$ cat src/rtl/config_reg.sv
// rtl/config_reg.sv - addressable configuration register node on a daisy-chained config bus
// Writes/reads its stored value on address match; otherwise forwards the message one cycle later.
module config_reg #(
  parameter int                    ADDR_SIZE    = 4,
  parameter int                    PAYLOAD_SIZE = 8,
  parameter logic [ADDR_SIZE-1:0]  REG_ADDR     = '0
) (
  input  logic                                clk,
  input  logic                                reset,
  input  logic [ADDR_SIZE+PAYLOAD_SIZE:0]     rec_msg,
  output logic [ADDR_SIZE+PAYLOAD_SIZE:0]     send_msg,
  output logic [PAYLOAD_SIZE-1:0]             config_out
);

  localparam int MSG_W = ADDR_SIZE + PAYLOAD_SIZE + 1;

  logic [ADDR_SIZE-1:0]    msg_addr;
  logic                    msg_wr;
  logic [PAYLOAD_SIZE-1:0] msg_payload;
  logic                    match;

  logic [PAYLOAD_SIZE-1:0] value_q;
  logic [PAYLOAD_SIZE-1:0] value_d;
  logic [MSG_W-1:0]        send_q;
  logic [MSG_W-1:0]        send_d;

  always_comb begin
    msg_addr    = rec_msg[ADDR_SIZE+PAYLOAD_SIZE:PAYLOAD_SIZE+1];
    msg_wr      = rec_msg[PAYLOAD_SIZE];
    msg_payload = rec_msg[PAYLOAD_SIZE-1:0];
    match       = (msg_addr == REG_ADDR);
  end

  // A read answers with the value held before this edge; writes and foreign traffic pass through.
  always_comb begin
    value_d = value_q;
    send_d  = rec_msg;
    if (match) begin
      if (msg_wr) begin
        value_d = msg_payload;
      end else begin
        send_d = {REG_ADDR, 1'b0, value_q};
      end
    end
  end

  always_ff @(posedge clk or negedge reset) begin
    if (!reset) begin
      value_q <= '0;
      send_q  <= '0;
    end else begin
      value_q <= value_d;
      send_q  <= send_d;
    end
  end

  assign send_msg   = send_q;
  assign config_out = value_q;

endmodule

$ cat config.mk
export PLATFORM = sky130hd
export DESIGN_NAME = config_reg
export DESIGN_NICKNAME = d
export VERILOG_FILES = /design/src/rtl/config_reg.sv
export SDC_FILE = /design/constraint.sdc
export NUM_CORES = 1
export LEC_CHECK = 0
export CAP_MARGIN = 20
export CORE_ASPECT_RATIO = 1.2
export CORE_MARGIN = 4
export CORE_UTILIZATION = 35
export CTS_CLUSTER_DIAMETER = 200
export DETAILED_ROUTE_END_ITERATION = 6
export GPL_TIMING_DRIVEN = 1
export PLACE_DENSITY = 0.76
export SYNTH_ARGS = -nofsm -noshare
export SYNTH_HDL_FRONTEND = slang
export SYNTH_SLANG_ARGS = --single-unit
$ cat constraint.sdc
create_clock -name clk -period 0.8 [get_ports clk]
set_input_delay 0.08 -clock clk [delete_from_list [all_inputs] [get_ports clk]]
set_output_delay 0.08 -clock clk [all_outputs]
set_load 0.01 [all_outputs]
# [Yosys cells after proc, flatten, opt, wreduce, memory -nomap -nowiden]
# Cells that the tools add are included.
[totals] register_bits=21 out_inout_bits=21
[classes] muxes=2 reduce_logical=2
[op_table] operator="13-bit two-way mux" count=2
[op_table] operator="4-bit zero test" count=1
[op_table] operator="2-bit AND reduction" count=1

# [Longest topological paths before layout]
# Gate-level depths: netlist (run 1).
[logic_depth] word_depth=2 depth_mapped=4 mapped_depth_nobuf=3

# [Least setup slack after synthesis (run 1)]
# Ideal clock, no wire load.
[synth_timing] kind="input to register" startpoint="input port rec_msg[12]" endpoint="register send_q[0], in the netlist send_msg[0]" arrival_time_ns=0.989 slack_ns=-0.314 cell_stages=4 path_buffers=1 path_cell_list="nor4_2 and2b_1 buf_6 mux2_2"
[synth_between] elab_chain_len=2
[synth_lines] element="from (decl)" line_no="10" text="input logic [ADDR_SIZE+PAYLOAD_SIZE:0] rec_msg,"
[synth_lines] element="4-bit zero test" line_no="31" text="match = (msg_addr == REG_ADDR);"
[synth_lines] element="13-bit two-way mux" line_no="38" text="if (match) begin"
[synth_lines] element="net send_d[0]" line_no="25" text="logic [MSG_W-1:0] send_d;"
[synth_lines] element="to (signal assigned)" line_no="53" text="send_q <= send_d;"
[synth_lines] element="to (decl)" line_no="24" text="logic [MSG_W-1:0] send_q;"
# The timed path passes the listed nets, and every way through them passes these cells.
# A chain may end at the register's enable or synchronous reset.

# [Final worst setup path (run 1)]
[layout_timing] startpoint="register value_q[5], in the netlist config_out[5]" endpoint="output port config_out[5]"
[layout_rtl] element="from (decl)" line_no="22" text="logic [PAYLOAD_SIZE-1:0] value_q;"
[layout_rtl] element="from (signal assigned)" line_no="52" text="value_q <= value_d;"
[layout_rtl] element="to (decl)" line_no="12" text="output logic [PAYLOAD_SIZE-1:0] config_out"
# No word-level cell between the ends.

==> results of run 1 <==
-- registers in the layout, summed over array words and instances (netlist names) --
name and cells:
send_msg 13, config_out 8
-- cell usage in the layout (no fill, tap or decap), drive strengths merged --
| cell type | n |
|---|---|
| and2b | 1 |
| buf | 35 |
| clkbuf | 3 |
| clkdlybuf4s15 | 1 |
| clkdlybuf4s50 | 9 |
| clkinv | 1 |
| dfrtp | 21 |
| dlygate4sd2 | 1 |
| dlygate4sd3 | 3 |
| mux2 | 16 |
| nand2 | 1 |
| nor4 | 1 |
-- worst min-delay path by stage --
| stage | slack [ns] | cells past startpoint | end | from |
|---|---|---|---|---|
| 2_1_floorplan | -0.22 | 0 | config_out[0] | reset |
| 3_3_place_gp | 0.44 | 2 | send_msg[9] | reset |
| 3_5_place_dp | 0.44 | 2 | send_msg[9] | reset |
| 4_1_cts | 0.01 | 1 | send_msg[9] | rec_msg[9] |
| 5_1_grt | 0.003 | 1 | send_msg[9] | rec_msg[9] |
| 6_report | 0.02 | 1 | send_msg[9] | rec_msg[9] |
-- what timing repair did --
| action | 4_1_cts | 5_1_grt |
|---|---|---|
| setup buffers | 6 | 0 |
| gates resized for setup | 112 | 7 |
| endpoints found under the hold margin | 3 | 0 |
| setup endpoints to repair | 37 | 37 |
| pin swaps | 1 | 1 |
| hold buffers | 3 | 0 |
| cloned | 0 | 0 |
-- power breakdown --
| group | internal, W | switching, W | total [W] |
|---|---|---|---|
| Sequential | 0.00119 | 0.0000704 | 0.00126 |
| Combinational | 0.000486 | 0.000258 | 0.000744 |
| Clock | 0.000186 | 0.000309 | 0.000495 |
-- metal layers --
metal  share of wire (%)  track usage [%]  wire [um]
met5                   0                0          0
met3                 5.1             2.27         88
met1                  41             15.3        715
met2                  52             22.9        901
met4                 1.6             9.23         27
-- layout make-up --
type	instances	area [sq um]	area share (%)
sequential	21	526	40.8
timing repair buffer	49	425	33.0
multi-input combinational	19	273	21.2
tap	30	37.5	2.91
clock buffer	3	22.5	1.75
clock inverter	1	5.00	0.388
-- stage by stage --
step / utilization [%] / area, sq um
after detailed placement: 60.4 / 1250
after floorplan: - / 803
after global placement: 60.4 / 1250
after CTS: 60.7 / 1260
after global routing: 62.2 / 1290
final: 62.2 / 1290
-- logic make-up after synthesis --
| group | synth area share (%) |
|---|---|
| DFF | 68.7 |
| muxes | 23.6 |
| and+or+nand+nor | 3.44 |
| buffers and inverters | 4.26 |
==> out/results.ini, run 1 <==
[global_routing]
maximum_number_of_pins_on_one_net_before_global_route_repair=22
grt_util_all_layers_pct=13.5
number_of_global_route_vias_before_repair=601
antenna_found_initial=0
grt_overflow=0
grt_pass1_wl_um=2890

[placed_design]
port_buffers=35
place_hpwl_um=1240
post-place-cells=114
gp_weighted_congestion=0.635
dpl_worst_slack_ns=-0.857

[worst_setup_path]
timing.reg2reg.setup_slack_ns=-0.09
reg2reg_to=config_out[5]
timing.critical_path.depth=1
critPathRequiredTime_ns=0.72
timing_worst_setup_path_type=reg2out
setup.worst_path.start=config_out[5]
cp_max_fo=2
destination_of_the_critical_timing_path=config_out[5]
path_delay_family=flip-flops
critical_path_buf_inv_count=1
crit_slowest_cell=sky130_fd_sc_hd__dfrtp_1
endpoint_kind=output port
timing.critical_path.from_type=flop
worstPathArrival_ns=0.85
timing.rr.start=config_out[5]
timing.reg2reg.worst_path_depth=2
critical_path_s_largest_stage_delay_ns=0.41
critical_path.cell_chain=buf_2

[sta]
totalNegativeSetupSlack_ns=-3.44
share_of_the_clock_period_used_by_the_worst_path_after_layout_pct=116
post-route-worst-setup-slack_ns=-0.131
maxSlewHeadroom_pct=86.4
report.final.setup_viol=37
max_clock_freq_mhz=1070
worstMarginPinSlew_ns=0.202
min_hold_slack_ns=0.0177
timing.clock.skew_ns=0.00930
unrepaired_setup_endpoints_after_global_routing=yes
finalHoldViolCount=0
finalCriticalPeriod_ns=0.931
max_slew_vio_count=0

[floorplan]
row_count=18
die_area_sq_um=3000
dieWidth_um=50.7
initial_utilization_pct=36.9
die-height_um=59.2
core_region_area_sq_um=2070
pin_count=36

[drt]
route.antenna.remaining_nets=0
vias=542
routed_len_inst_um=14.1
avgViaCountPerCell=4.41
drcViolationCount=0
detailed_router_iteration_count_before_antenna_repair=2
dr.first_iter.drc_count=4
drt-total-wl_um=1730

[synth]
post_synth_main_area_contributors=sky130_fd_sc_hd__dfrtp_1 69%, sky130_fd_sc_hd__mux2_2 24%, sky130_fd_sc_hd__nor4_2 1.6%, sky130_fd_sc_hd__buf_6 1.5%, sky130_fd_sc_hd__clkbuf_1 1.5%
ys.warnings.count=0
post_synth_inst_count=45
syn-num-nets=60
synth_enable_flop_cells=0
ys_types=8
synth-seq-cells=21
synthFlopType=sky130_fd_sc_hd__dfrtp_1
synth_area_per_cell_sq_um=17.0
yosys.cell_count.top_type=sky130_fd_sc_hd__dfrtp_1
yosysTopAreaCell=sky130_fd_sc_hd__dfrtp_1
yosys-top-cells-count=21 x sky130_fd_sc_hd__dfrtp_1, 16 x sky130_fd_sc_hd__mux2_2, 3 x sky130_fd_sc_hd__clkbuf_1
synth.cell_area_sq_um=764
synth_top_cell_area_share_pct=68.7
synth_async_sr_flop_share_pct=100
synth.yosys.seq_area_share_pct=68.7

[final_layout]
syn2layout_area_growth_pct=68.6
drive_above_1_share_pct=62.4
antennaDiodeCount=0
fin_cells=123
fill_cells=181
nets=109

[pwr]
p_leak_nw=0.645
p_total_w=0.00250
vdd.ir_drop.worst_v=0.00118
power_density_nw_per_um2=1940

[clock_tree]
clk-insertion-delay-late_ns=0.30
tritoncts_clock_tree=done
buffer_depth_of_the_longest_clock_path=2
ctsHtreeMaxLevel=1
cts.root.buffer_cell=sky130_fd_sc_hd__clkbuf_4
cts-buffers-inserted=3
worst_setup_hold_path_clk_slew_ns=0.12
clock-sinks=21

[run_status]
status=finished, violations left
failing_checks=setup timing

[min_path]
hold_path_class=in2reg

[run]
number_of_maximum_capacitance_violations=0

No activity file was read; power rests on OpenSTA's default activity.
==> run 2: changes to the inputs <==
--- a/config.mk
+++ b/config.mk
@@ -12,6 +12,7 @@
 export CTS_CLUSTER_DIAMETER = 200
 export DETAILED_ROUTE_END_ITERATION = 6
 export GPL_TIMING_DRIVEN = 1
+export HOLD_SLACK_MARGIN = 0.12
 export PLACE_DENSITY = 0.76
 export SYNTH_ARGS = -nofsm -noshare
 export SYNTH_HDL_FRONTEND = slang
==> out/results.ini, run 2 (synthesis results as in run 1) <==
[run_status]
status=finished, violations left
failing_checks=setup timing

[placed_design]
port_buffers=35
place_hpwl_um=1240
post-place-cells=114
place_area_sq_um=1250
gp_weighted_congestion=0.635

[clock_tree]
tritoncts_clock_tree=done
cts.root.buffer_cell=sky130_fd_sc_hd__clkbuf_4
clock-sinks=21
clk-insertion-delay-late_ns=0.30
worst_setup_hold_path_clk_slew_ns=0.12
buffer_depth_of_the_longest_clock_path=2
cts-buffers-inserted=3
ctsHtreeMaxLevel=1

[min_path]
hold_path_class=in2async

[sta]
share_of_the_clock_period_used_by_the_worst_path_after_layout_pct=116
maxSlewHeadroom_pct=84.8
totalNegativeSetupSlack_ns=-3.45
report.final.setup_viol=37
unrepaired_setup_endpoints_after_global_routing=yes
worstMarginPinSlew_ns=0.227
max_clock_freq_mhz=1080
min_hold_slack_ns=0.267
timing.clock.skew_ns=0.00680
post-route-worst-setup-slack_ns=-0.128
max_slew_vio_count=0
finalCriticalPeriod_ns=0.928
finalHoldViolCount=0

[floorplan]
row_count=18
pin_count=36
die-height_um=59.2
core_region_area_sq_um=2070
initial_utilization_pct=36.9
dieWidth_um=50.7
die_area_sq_um=3000

[global_routing]
number_of_global_route_vias_before_repair=630
grt_pass1_wl_um=3030
grt_util_all_layers_pct=14.1
maximum_number_of_pins_on_one_net_before_global_route_repair=22
grt_overflow=0
antenna_found_initial=0

[worst_setup_path]
critical_path_s_largest_stage_delay_ns=0.41
timing.reg2reg.worst_path_depth=2
endpoint_kind=output port
timing.rr.start=config_out[5]
critPathRequiredTime_ns=0.72
reg2reg_to=config_out[5]
timing.critical_path.depth=1
critical_path.cell_chain=buf_2
timing_worst_setup_path_type=reg2out
worstPathArrival_ns=0.85
timing.reg2reg.setup_slack_ns=-0.09
timing.critical_path.from_type=flop
path_delay_family=flip-flops
crit_slowest_cell=sky130_fd_sc_hd__dfrtp_1
critical_path_buf_inv_count=1
cp_max_fo=2

[drt]
avgViaCountPerCell=4.41
vias=556
detailed_router_iteration_count_before_antenna_repair=4
dr.first_iter.drc_count=3
routed_len_inst_um=15.3
drt-total-wl_um=1920
drcViolationCount=0
route.antenna.remaining_nets=0

[final_layout]
final_common_cell=sky130_fd_sc_hd__dfrtp_1
leading_cell_types_in_the_layout_fill_and_taps_excluded=21 x sky130_fd_sc_hd__dfrtp_1, 18 x sky130_fd_sc_hd__buf_2, 14 x sky130_fd_sc_hd__mux2_4
footprint_of_the_multi_input_gates_sq_um=274
post-route-cell-area_sq_um=1340
syn2layout_area_growth_pct=75.5
drive_above_1_share_pct=62.5
fill_cells=169
nets=112
regArea_sq_um=526
largest_register_ff_count=13
antennaDiodeCount=0
fin_cells=126

[pwr]
p_leak_nw=0.668
power.switching_fraction_pct=25.6
internal_power_w=0.00188
clock_share_of_power_pct=19.5
net_switching_power_w=0.000648
power_density_nw_per_um2=1890
p_seq_share_pct=49.9
p_total_w=0.00253
combPwrFrac_pct=30.6
vdd.ir_drop.worst_v=0.00117

[run]
number_of_maximum_capacitance_violations=0

## run 2: worst max-delay path by stage
stage / end / from / slack, ns
after floorplan: send_msg[0] / rec_msg[9] / -0.28
after global placement: send_msg[6] / rec_msg[9] / -0.82
after detailed placement: send_msg[6] / rec_msg[9] / -0.86
after CTS: config_out[5] / config_out[5] / -0.14
after global routing: config_out[3] / config_out[3] / -0.19
final: config_out[5] / config_out[5] / -0.13
## run 2: final cells by class
| cell class | instances | share of cell area, % |
|---|---|---|
| sequential | 21 | 39.2 |
| timing repair buffer | 52 | 35.5 |
| multi-input combinational | 19 | 20.4 |
| clock inverter | 1 | 0.373 |
| clock buffer | 3 | 1.68 |
| tap | 30 | 2.80 |
## run 2: what timing repair did
| action | in CTS | in global routing |
|---|---|---|
| hold buffers | 6 | 0 |
| gates cloned | 0 | 1 |
| endpoints found under the hold margin | 26 | 0 |
| gates resized for setup | 112 | 9 |
| setup endpoints to repair | 37 | 58 |
| pin swaps | 1 | 1 |
| buffers inserted | 6 | 0 |
## run 2: layer usage
| metal | vias to the layer above | part of all wire [%] | track usage, % |
|---|---|---|---|
| met5 | - | 0 | 0 |
| met2 | 27 | 54 | 25.9 |
| li1 | 253 | - | - |
| met1 | 274 | 38 | 14.7 |
| met3 | 2 | 6.6 | 2.52 |
| met4 | 0 | 1.4 | 9.23 |
## run 2: stage by stage
stage / utilization (%) / setup slack [ns]
2_1_floorplan: - / -0.276
3_3_place_gp: 60.4 / -0.821
3_5_place_dp: 60.4 / -0.857
4_1_cts: 62.1 / -0.140
5_1_grt: 64.7 / -0.186
6_report: 64.7 / -0.128
## run 2: power groups by stage
stage / registers (W) / logic (W) / clock network (W)
2_1_floorplan: 0.00135 / 0.000143 / 0
3_3_place_gp: 0.00127 / 0.000720 / 0
3_5_place_dp: 0.00128 / 0.000737 / 0
4_1_cts: 0.00125 / 0.000722 / 0.000516
5_1_grt: 0.00128 / 0.000825 / 0.000573
6_report: 0.00126 / 0.000773 / 0.000494
==> run 3: changes to the inputs <==
--- a/config.mk
+++ b/config.mk
@@ -8,12 +8,13 @@
 export CAP_MARGIN = 20
 export CORE_ASPECT_RATIO = 1.2
 export CORE_MARGIN = 4
-export CORE_UTILIZATION = 35
+export CORE_UTILIZATION = 30
+export CTS_BUF_LIST = sky130_fd_sc_hd__clkbuf_4 sky130_fd_sc_hd__clkbuf_8
 export CTS_CLUSTER_DIAMETER = 200
 export DETAILED_ROUTE_END_ITERATION = 6
 export GPL_TIMING_DRIVEN = 1
 export HOLD_SLACK_MARGIN = 0.12
-export PLACE_DENSITY = 0.76
+export PLACE_DENSITY = 0.67
 export SYNTH_ARGS = -nofsm -noshare
 export SYNTH_HDL_FRONTEND = slang
 export SYNTH_SLANG_ARGS = --single-unit
==> out/results.ini, run 3 (synthesis results as in run 1) <==
[final_layout]
largest_register_ff_count=13
drive_above_1_share_pct=61.7
final_common_cell=sky130_fd_sc_hd__dfrtp_1
fill_cells=202
syn2layout_area_growth_pct=70.7
antennaDiodeCount=0
nets=110
leading_cell_types_in_the_layout_fill_and_taps_excluded=21 x sky130_fd_sc_hd__dfrtp_1, 19 x sky130_fd_sc_hd__buf_2, 15 x sky130_fd_sc_hd__mux2_4

[pwr]
p_leak_nw=0.647
vdd.ir_drop.worst_v=0.00121
power_density_nw_per_um2=1950

[drt]
drt-total-wl_um=1730
vias=535
route.antenna.remaining_nets=0
routed_len_inst_um=13.8
detailed_router_iteration_count_before_antenna_repair=2
dr.first_iter.drc_count=2
avgViaCountPerCell=4.28
drcViolationCount=0

[placed_design]
port_buffers=35
gp_weighted_congestion=0.648
place_hpwl_um=1200

[worst_setup_path]
worstPathArrival_ns=1.11
cp_max_fo=8
critPathRequiredTime_ns=0.98
timing.critical_path.from_type=input pin
critical_path_buf_inv_count=2
reg2reg_to=config_out[0]
endpoint_kind=flop
path_delay_family=simple AND/OR/NAND/NOR gates
timing.reg2reg.worst_path_depth=2
timing.rr.start=config_out[0]
crit_slowest_cell=sky130_fd_sc_hd__mux2_4
critical_path_s_largest_stage_delay_ns=0.29
timing_worst_setup_path_type=in2reg
timing.reg2reg.setup_slack_ns=-0.11
critical_path.cell_chain=buf_8, nor4_4, and2b_1, buf_12, mux2_4

[min_path]
hold_path_class=in2async

[clock_tree]
buffer_depth_of_the_longest_clock_path=2
cts_hold_buffers=4
cts-buffers-inserted=3
ctsHtreeMaxLevel=1
worst_setup_hold_path_clk_slew_ns=0.11
cts.root.buffer_cell=sky130_fd_sc_hd__clkbuf_4
clk-insertion-delay-late_ns=0.29
tritoncts_clock_tree=done
clock-sinks=21

[sta]
finalHoldViolCount=0
finalCriticalPeriod_ns=0.925
timing.clock.skew_ns=0.00147
post-route-worst-setup-slack_ns=-0.125
min_hold_slack_ns=0.121
maxSlewHeadroom_pct=81.9
max_slew_vio_count=0
max_clock_freq_mhz=1080
report.final.setup_viol=37
share_of_the_clock_period_used_by_the_worst_path_after_layout_pct=116
unrepaired_setup_endpoints_after_global_routing=yes
worstMarginPinSlew_ns=0.270
totalNegativeSetupSlack_ns=-3.43

[floorplan]
pin_count=36
die-height_um=63.3
initial_utilization_pct=32.5
die_area_sq_um=3420
core_region_area_sq_um=2350
dieWidth_um=54.1
row_count=19

[run_status]
failing_checks=setup timing
status=finished, violations left

[run]
number_of_maximum_capacitance_violations=0

[global_routing]
antenna_found_initial=0
number_of_global_route_vias_before_repair=589
grt_pass1_wl_um=2750
grt_overflow=0
grt_util_all_layers_pct=11.2
maximum_number_of_pins_on_one_net_before_global_route_repair=22

[run 3: cell count changes in the layout (fill, tap and decap cells not counted), sizes merged]
cell           before  now
dlygate4sd3         6    4
clkdlybuf4s50       8    9
clkinv              1    0
[run 3: power by group]
group	internal, W	total [W]	switching [W]
Sequential	0.00119	0.00126	0.0000745
Combinational	0.000508	0.000767	0.000259
Clock	0.000227	0.000512	0.000285
[run 3: stage by stage]
step	utilization (%)	std cells	power (W)	worst slack [ns]	cell area (sq um)
floorplan	-	45	0.00149	-0.276	803
global placement	53.5	116	0.00200	-0.820	1260
detailed placement	53.5	116	0.00202	-0.848	1260
CTS	54.5	125	0.00256	-0.140	1280
global route	55.4	125	0.00270	-0.182	1310
finish	55.4	125	0.00254	-0.125	1310
[run 3: worst max path at each step]
stage | cells past startpoint | end | slack, ns | from
6_report | 5 | send_msg[4] | -0.13 | rec_msg[12]
5_1_grt | 1 | config_out[0] | -0.18 | config_out[0]
4_1_cts | 1 | config_out[0] | -0.14 | config_out[0]
3_5_place_dp | 5 | send_msg[7] | -0.85 | rec_msg[9]
3_3_place_gp | 5 | send_msg[4] | -0.82 | rec_msg[9]
2_1_floorplan | 4 | send_msg[0] | -0.28 | rec_msg[9]
[run 3: metal layers]
layer | vias up | part of all wire (%) | global-route usage [%] | wire, um
met5 | - | 0 | 0 | 0
met4 | 0 | 0.52 | 4.67 | 9
met3 | 2 | 10 | 3.07 | 173
met2 | 22 | 54 | 20.0 | 934
met1 | 261 | 35 | 11.6 | 613
li1 | 250 | - | - | -
[run 3: what timing repair did]
item                                   in CTS  in global routing
resized for setup                         118                  4
setup buffers                               1                  0
setup endpoints to repair                  37                 37
pin swaps                                   1                  0
endpoints found under the hold margin      25                 21
[run 3: layout make-up]
class / instances / area, sq um / share of cell area, %
clock buffer: 4 / 30.0 / 2.30
multi-input combinational: 19 / 272 / 20.8
sequential: 21 / 526 / 40.3
tap: 31 / 38.8 / 2.97
timing repair buffer: 50 / 439 / 33.7
